===== config.mk =====
export PLATFORM = sky130hd
export DESIGN_NAME = dma_quiesce_flat
export DESIGN_NICKNAME = d
export VERILOG_FILES = /design/src/rtl/dma_quiesce_if.sv /design/src/rtl/dma_quiesce.sv /design/src/flat_wrapper.sv
export SDC_FILE = /design/constraint.sdc
export NUM_CORES = 1
export LEC_CHECK = 0
export ABC_CLOCK_PERIOD_IN_PS = 3010
export CORE_UTILIZATION = 51
export CTS_CLUSTER_DIAMETER = 200
export CTS_CLUSTER_SIZE = 40
export DETAILED_ROUTE_END_ITERATION = 8
export PLACE_DENSITY = 0.78
export SYNTH_ARGS = -nofsm -noshare
export SYNTH_HDL_FRONTEND = slang
export SYNTH_HIERARCHICAL = 1
export SYNTH_SLANG_ARGS = --single-unit

===== constraint.sdc =====
create_clock -name clk -period 3.01 [get_ports clk]
set_clock_uncertainty 0.15 [all_clocks]
set_input_delay 0.602 -clock clk [delete_from_list [all_inputs] [get_ports clk]]
set_output_delay 0.602 -clock clk [all_outputs]
set_load 0.1 [all_outputs]

===== src/rtl/dma_quiesce_if.sv =====
// Groups the halt/quiet handshake, the DMA request/grant/completion strobes and the status outputs of dma_quiesce.
// Latency: none; this file only bundles wires.
// Backpressure: none; grants are qualified by the responder, and requesters hold req until they see gnt.
interface dma_quiesce_if #(
  parameter int CNT_W = 4
);
  logic             dma_halt;
  logic             soft_rst;
  logic             tx_req;
  logic             tx_gnt;
  logic             tx_cpl;
  logic             rx_req;
  logic             rx_gnt;
  logic             rx_cpl;
  logic             tx_quiet;
  logic             rx_quiet;
  logic [CNT_W-1:0] tx_outstanding;
  logic [CNT_W-1:0] rx_outstanding;
  logic             cpl_err;

  // Requester side: the DMA engine and the soft-reset controller together.
  modport master (
    output dma_halt, soft_rst, tx_req, tx_cpl, rx_req, rx_cpl,
    input  tx_gnt, rx_gnt, tx_quiet, rx_quiet, tx_outstanding, rx_outstanding, cpl_err
  );

  // Responder side: the quiesce block.
  modport slave (
    input  dma_halt, soft_rst, tx_req, tx_cpl, rx_req, rx_cpl,
    output tx_gnt, rx_gnt, tx_quiet, rx_quiet, tx_outstanding, rx_outstanding, cpl_err
  );
endinterface


===== src/rtl/dma_quiesce.sv =====
// One direction of the quiesce logic: counts in-flight transactions, gates grants, and reports quiet after a halt.
// Latency: gnt is combinational from registered state; quiet rises QUIET_DLY+1 cycles after halt when already idle.
// Backpressure: gnt is withheld at MAX_OUTSTANDING, during soft_rst, and in any state other than RUN.
module dma_quiesce_chan #(
  parameter int MAX_OUTSTANDING = 8,
  parameter int CNT_W           = 4,
  parameter int QUIET_DLY       = 4
) (
  input  logic             clk,
  input  logic             rst,
  input  logic             halt,
  input  logic             soft_rst,
  input  logic             req,
  input  logic             cpl,
  output logic             gnt,
  output logic             quiet,
  output logic [CNT_W-1:0] outstanding,
  output logic             underflow
);
  // The timer only has to reach QUIET_DLY-1, so size it for that value.
  localparam int TMR_W = (QUIET_DLY > 1) ? $clog2(QUIET_DLY) : 1;
  localparam logic [TMR_W-1:0] TMR_LAST = TMR_W'(QUIET_DLY - 1);
  localparam logic [CNT_W-1:0] MAX_CNT  = CNT_W'(MAX_OUTSTANDING);

  typedef enum logic [1:0] {
    ST_RUN   = 2'd0,
    ST_DRAIN = 2'd1,
    ST_QUIET = 2'd2
  } state_t;

  state_t           state_q, state_d;
  logic [TMR_W-1:0] timer_q, timer_d;
  logic [CNT_W-1:0] cnt_q;
  logic             quiet_q;
  logic             cnt_zero;

  assign cnt_zero = (cnt_q == '0);

  // Grants are only issued from RUN, below the in-flight ceiling, and never while either reset is active.
  assign gnt = req & (state_q == ST_RUN) & (cnt_q < MAX_CNT) & ~soft_rst & ~rst;

  // A completion that finds nothing outstanding is an error unless a grant in the same cycle balances it.
  assign underflow = cpl & ~gnt & cnt_zero & ~soft_rst;

  assign quiet       = quiet_q;
  assign outstanding = cnt_q;

  // State, timer and registered quiet flag.
  always_ff @(posedge clk) begin
    if (rst) begin
      state_q <= ST_RUN;
      timer_q <= '0;
      quiet_q <= 1'b0;
    end else begin
      state_q <= state_d;
      timer_q <= timer_d;
      quiet_q <= (state_d == ST_QUIET);
    end
  end

  // Next state: halt drains, an idle counter held long enough declares quiet, and dropping halt always returns to RUN.
  always_comb begin
    state_d = state_q;
    timer_d = timer_q;
    case (state_q)
      ST_RUN: begin
        if (halt) begin
          state_d = ST_DRAIN;
          timer_d = '0;
        end
      end
      ST_DRAIN: begin
        if (!halt) begin
          state_d = ST_RUN;
        end else if (cnt_zero && (timer_q == TMR_LAST)) begin
          state_d = ST_QUIET;
        end else if (cnt_zero) begin
          timer_d = timer_q + TMR_W'(1);
        end else begin
          timer_d = '0;
        end
      end
      ST_QUIET: begin
        if (!halt) begin
          state_d = ST_RUN;
        end
      end
      default: begin
        state_d = ST_RUN;
        timer_d = '0;
      end
    endcase
  end

  // Outstanding counter: soft_rst wins, a grant and completion together cancel, and zero never wraps.
  always_ff @(posedge clk) begin
    if (rst || soft_rst) begin
      cnt_q <= '0;
    end else if (gnt && !cpl) begin
      cnt_q <= cnt_q + CNT_W'(1);
    end else if (cpl && !gnt && !cnt_zero) begin
      cnt_q <= cnt_q - CNT_W'(1);
    end
  end

  a_cnt_bound: assert property (@(posedge clk) disable iff (rst) cnt_q <= MAX_CNT);
  a_gnt_run:   assert property (@(posedge clk) disable iff (rst) gnt |-> (state_q == ST_RUN));
  a_quiet_idle: assert property (@(posedge clk) disable iff (rst) quiet_q |-> cnt_zero);
endmodule

// Quiesce responder for the soft-reset controller: independent TX and RX drain tracking plus a shared completion error.
// Latency: grants combinational; quiet per direction QUIET_DLY+1 cycles after halt once that direction is empty.
// Backpressure: each direction withholds its grant at MAX_OUTSTANDING, under soft_rst, and once halt has been sampled.
module dma_quiesce #(
  parameter int MAX_OUTSTANDING = 8,
  parameter int CNT_W           = 4,
  parameter int QUIET_DLY       = 4
) (
  input  logic        clk,
  input  logic        rst,
  dma_quiesce_if.slave bus
);
  logic tx_underflow;
  logic rx_underflow;
  logic cpl_err_q;

  dma_quiesce_chan #(
    .MAX_OUTSTANDING (MAX_OUTSTANDING),
    .CNT_W           (CNT_W),
    .QUIET_DLY       (QUIET_DLY)
  ) u_tx (
    .clk         (clk),
    .rst         (rst),
    .halt        (bus.dma_halt),
    .soft_rst    (bus.soft_rst),
    .req         (bus.tx_req),
    .cpl         (bus.tx_cpl),
    .gnt         (bus.tx_gnt),
    .quiet       (bus.tx_quiet),
    .outstanding (bus.tx_outstanding),
    .underflow   (tx_underflow)
  );

  dma_quiesce_chan #(
    .MAX_OUTSTANDING (MAX_OUTSTANDING),
    .CNT_W           (CNT_W),
    .QUIET_DLY       (QUIET_DLY)
  ) u_rx (
    .clk         (clk),
    .rst         (rst),
    .halt        (bus.dma_halt),
    .soft_rst    (bus.soft_rst),
    .req         (bus.rx_req),
    .cpl         (bus.rx_cpl),
    .gnt         (bus.rx_gnt),
    .quiet       (bus.rx_quiet),
    .outstanding (bus.rx_outstanding),
    .underflow   (rx_underflow)
  );

  // Sticky error shared by both directions; only a full or soft reset clears it.
  always_ff @(posedge clk) begin
    if (rst || bus.soft_rst) begin
      cpl_err_q <= 1'b0;
    end else if (tx_underflow || rx_underflow) begin
      cpl_err_q <= 1'b1;
    end
  end

  assign bus.cpl_err = cpl_err_q;
endmodule


===== src/flat_wrapper.sv =====
// flat-port wrapper written by rule: the top's interface ports become plain ports
module dma_quiesce_flat 
#(
  parameter int MAX_OUTSTANDING = 8,
  parameter int CNT_W           = 4,
  parameter int QUIET_DLY       = 4
)
  (clk, rst, bus_dma_halt, bus_soft_rst, bus_tx_req, bus_tx_cpl, bus_rx_req, bus_rx_cpl, bus_tx_gnt, bus_rx_gnt, bus_tx_quiet, bus_rx_quiet, bus_tx_outstanding, bus_rx_outstanding, bus_cpl_err);
  dma_quiesce_if #(.CNT_W(CNT_W)) bus_i ();
  input  logic clk;
  input  logic rst;
  input wire logic [$bits(bus_i.dma_halt)-1:0] bus_dma_halt;
  input wire logic [$bits(bus_i.soft_rst)-1:0] bus_soft_rst;
  input wire logic [$bits(bus_i.tx_req)-1:0] bus_tx_req;
  input wire logic [$bits(bus_i.tx_cpl)-1:0] bus_tx_cpl;
  input wire logic [$bits(bus_i.rx_req)-1:0] bus_rx_req;
  input wire logic [$bits(bus_i.rx_cpl)-1:0] bus_rx_cpl;
  output wire logic [$bits(bus_i.tx_gnt)-1:0] bus_tx_gnt;
  output wire logic [$bits(bus_i.rx_gnt)-1:0] bus_rx_gnt;
  output wire logic [$bits(bus_i.tx_quiet)-1:0] bus_tx_quiet;
  output wire logic [$bits(bus_i.rx_quiet)-1:0] bus_rx_quiet;
  output wire logic [$bits(bus_i.tx_outstanding)-1:0] bus_tx_outstanding;
  output wire logic [$bits(bus_i.rx_outstanding)-1:0] bus_rx_outstanding;
  output wire logic [$bits(bus_i.cpl_err)-1:0] bus_cpl_err;
  assign bus_i.dma_halt = bus_dma_halt;
  assign bus_i.soft_rst = bus_soft_rst;
  assign bus_i.tx_req = bus_tx_req;
  assign bus_i.tx_cpl = bus_tx_cpl;
  assign bus_i.rx_req = bus_rx_req;
  assign bus_i.rx_cpl = bus_rx_cpl;
  assign bus_tx_gnt = bus_i.tx_gnt;
  assign bus_rx_gnt = bus_i.rx_gnt;
  assign bus_tx_quiet = bus_i.tx_quiet;
  assign bus_rx_quiet = bus_i.rx_quiet;
  assign bus_tx_outstanding = bus_i.tx_outstanding;
  assign bus_rx_outstanding = bus_i.rx_outstanding;
  assign bus_cpl_err = bus_i.cpl_err;
  dma_quiesce #(.MAX_OUTSTANDING(MAX_OUTSTANDING), .CNT_W(CNT_W), .QUIET_DLY(QUIET_DLY)) u_core (.clk(clk), .rst(rst), .bus(bus_i));
endmodule

==> results.ini <==
[run_status]
outcome=completed

[power]
static-leakage-power_nw=0.584
relative_contribution_of_sequential_cells_to_total_power_pct=48.4
pwr_total_w=0.000559
power.combinational.fraction_pct=27.7
clock_power_share_pct=23.9
power.internal_w=0.000370
vdd_drop_max_v=0.000293
power.share.switching_pct=33.9
pwr_density_cell_nw_per_um2=397
netSwitchingPower_w=0.000189

[sta]
timing.final.max_slew_violations=0
post-route-period-util_pct=91.7
grt_setup_unrepaired=false
slew-limit-headroom_pct=65.3
setup_viol=0
finalHoldViolations=0
tightestPinTransition_ns=0.516
max_freq_mhz=362
fin_ws_ns=0.249
setup_tns_ns=0
clock_period_minus_worst_slack_ns=2.76

[cells_and_area]
multi_input_comb_area_um2=731
finalNetCount=153
layout.cells.most_common_list=dfxtp_1 (19), buf_4 (16), nor3_1 (10), mux2i_1 (8), clkdlybuf4s50_1 (7)
area_growth_syn_to_layout_pct=25.4
seq_area_um2=380
antennaDiodeCount=0
stdcell_area_um2=1410
most_common_cell_after_layout_fill_and_taps_aside=dfxtp_1
fraction_of_final_layout_cells_with_drive_strength_greater_than_1_pct=31.6
fillerInstances=167

[synth]
synth.distinct_cells=31
synth_area_per_cell_um2=10.3
yosys.area.top_type_share_pct=33.9
synth_top_cells_by_area=dfxtp_1 (34%), mux2i_1 (7.1%), ha_1 (6.7%), nor3_1 (4.5%), fa_1 (3.6%)
postSynthRegisterBits=19
mappedNetlistArea_um2=1120
synthCells=109
yosysSeqAreaShare_pct=33.9
postSynth.asyncResetShare_pct=0
synth_area_leader_cell=dfxtp_1
synth_top_flop_cell=dfxtp_1
syn_nets=125
yosys_warnings=6
synth_enable_flop_cells=0

[critical_path]
cp-start-kind=input pin
reg2reg_depth=7
worstReg2RegEnd=u_core/u_rx/outstanding[3]
critical_path.endpoint_type=primary output
setup.worst_path.class=in -> out
cp_arrival_ns=2.01
critical_path_peak_fanout=8
timing.reg2reg.setup_slack_ns=0.63
timing.critical_path.required_ns=2.26
launch_point_of_the_worst_reg_to_reg_path=u_core/u_rx/state_q[1]

[floorplanning]
io_pins=21
floorplan.core_area_um2=2020
floorplan.die.width_um=48.9
die_y_um=48.9
die_area_um2=2390
num_rows=16
initial_utilization_pct=55.6

[global_routing]
top_usage_layer=met2
grt_first_pass_wirelength_um=4050
grt_overflow=0
first_global_vias=921
initial_antenna_violation_count=0
grt_max_degree=12
groute.usage.overall_pct=21.9
grt_use_met3_pct=3.74
grt_use_met2_pct=36.1
met1_usage_pct=28.2

[drt]
firstDrtPassIters=4
post_drt_via_cell_ratio=5.90
postRouteWirelength_um=2350
detail-route-antenna-nets=0
detail_route.iter0.violations=14
wire_per_inst_um=14.4
drt_drc_violations_left=0
num_vias=962

[placed_design]
post_dp_cell_area_um2=1380
dp_hpwl_um=1770
gp_routability_congestion=0.745
io_port_bufs=20
worst_slack_after_detailed_placement_ns=0.0308

[clocking]
cts_post_setup_buffers_inserted=0
clkLatencyLatePin_ns=0.29
htreeDepth=1
clkSinkCount=19
post_cts_hold_buffers=0
worst_setup_hold_path_clk_slew_ns=0.11
tritoncts_clock_tree=built
number_of_resized_instances_in_the_post_cts_repair_step=0
tritoncts.num_buffers=3
cts_buffer_depth=2
clock_tree_root_driver_cell=clkbuf_4

[worst_hold_path]
whs_path_depth=2
hp-start=u_core/u_tx/timer_q[1]
min_delay_worst_endpoint=u_core/u_tx/timer_q[1]
hold_path_class=reg -> reg

[job]
max_cap_violations=0

-- layer usage --
metal	routed length, um	vias to the layer above
li1	-	479
met1	1090	471
met2	1190	10
met3	50	2
met4	13	0
met5	0	-
-- final cells by class --
cell class / instances / share of cell area, %
Tap cell: 27 / 2.40
Inverter: 2 / 0.533
Clock buffer: 4 / 1.87
Sequential cell: 19 / 27.0
Multi-Input combinational cell: 86 / 51.9
Timing Repair Buffer: 25 / 16.3
-- registers in the layout, indices dropped and copies added (netlist names) --
name,cells
u_core/bus.cpl_err,1
u_core/u_rx/outstanding,4
u_core/u_rx/quiet,1
u_core/u_rx/state_q,2
u_core/u_rx/timer_q,2
u_core/u_tx/outstanding,4
u_core/u_tx/quiet,1
u_core/u_tx/state_q,2
u_core/u_tx/timer_q,2
-- worst max-delay path by stage --
stage	slack, ns	endpoint	start	depth (start not counted)
floorplan	0.06	bus_rx_gnt	u_core/u_rx/outstanding[3]	2
global placement	0.1	u_core/u_tx/outstanding[3]	bus_tx_req	8
detailed placement	0.03	u_core/u_rx/outstanding[3]	bus_rx_req	8
CTS	0.25	bus_tx_gnt	bus_soft_rst	5
global route	0.20	bus_rx_gnt	bus_soft_rst	5
finish	0.25	bus_tx_gnt	bus_soft_rst	5
-- metrics by stage --
| step | utilization [%] | std cells | hold slack [ns] |
|---|---|---|---|
| 6_report | 69.7 | 163 | 0.370 |
| 5_1_grt | 69.7 | 163 | 0.419 |
| 4_1_cts | 69.7 | 163 | 0.378 |
| 3_5_place_dp | 68.4 | 159 | 0.349 |
| 3_3_place_gp | 68.4 | 159 | 0.332 |
| 2_1_floorplan | - | 109 | 0.315 |
-- critical path: stages --
cell,delay [ns]
clkdlybuf4s50_1,0.48
or2_2,0.36
buf_4,0.18
nor2_2,0.18
buf_12,0.20
-- power by group through the flow --
stage / Clock, W / Sequential (W) / Combinational (W)
floorplan: 0 / 0.000312 / 0.0000746
global placement: 0 / 0.000276 / 0.000151
detailed placement: 0 / 0.000277 / 0.000154
CTS: 0.000141 / 0.000271 / 0.000155
global route: 0.000150 / 0.000273 / 0.000165
finish: 0.000134 / 0.000271 / 0.000155
-- logic make-up (layout without fill, tap and decap cells) --
group | Yosys count | in the layout | share of synthesized area [%]
AND/OR/NAND/NOR | 46 | 46 | 30.1
AO/OA/AOI/OAI | 20 | 20 | 13.6
flip-flops | 19 | 19 | 33.9
multiplexers | 10 | 10 | 9.13
adder cells (fa/ha/maj) | 8 | 8 | 10.2
buffers and inverters | 4 | 31 | 1.56
XOR/XNOR | 2 | 2 | 1.56
-- Yosys cell counts (4+ instances only) --
cell,number
ha_1,6
dfxtp_1,19
nor3b_1,4
mux2i_1,8
a21oi_1,4
nand3_1,4
nor2_1,6
nor3_1,10
nor4b_1,4
(Power assumes the default switching activity.)
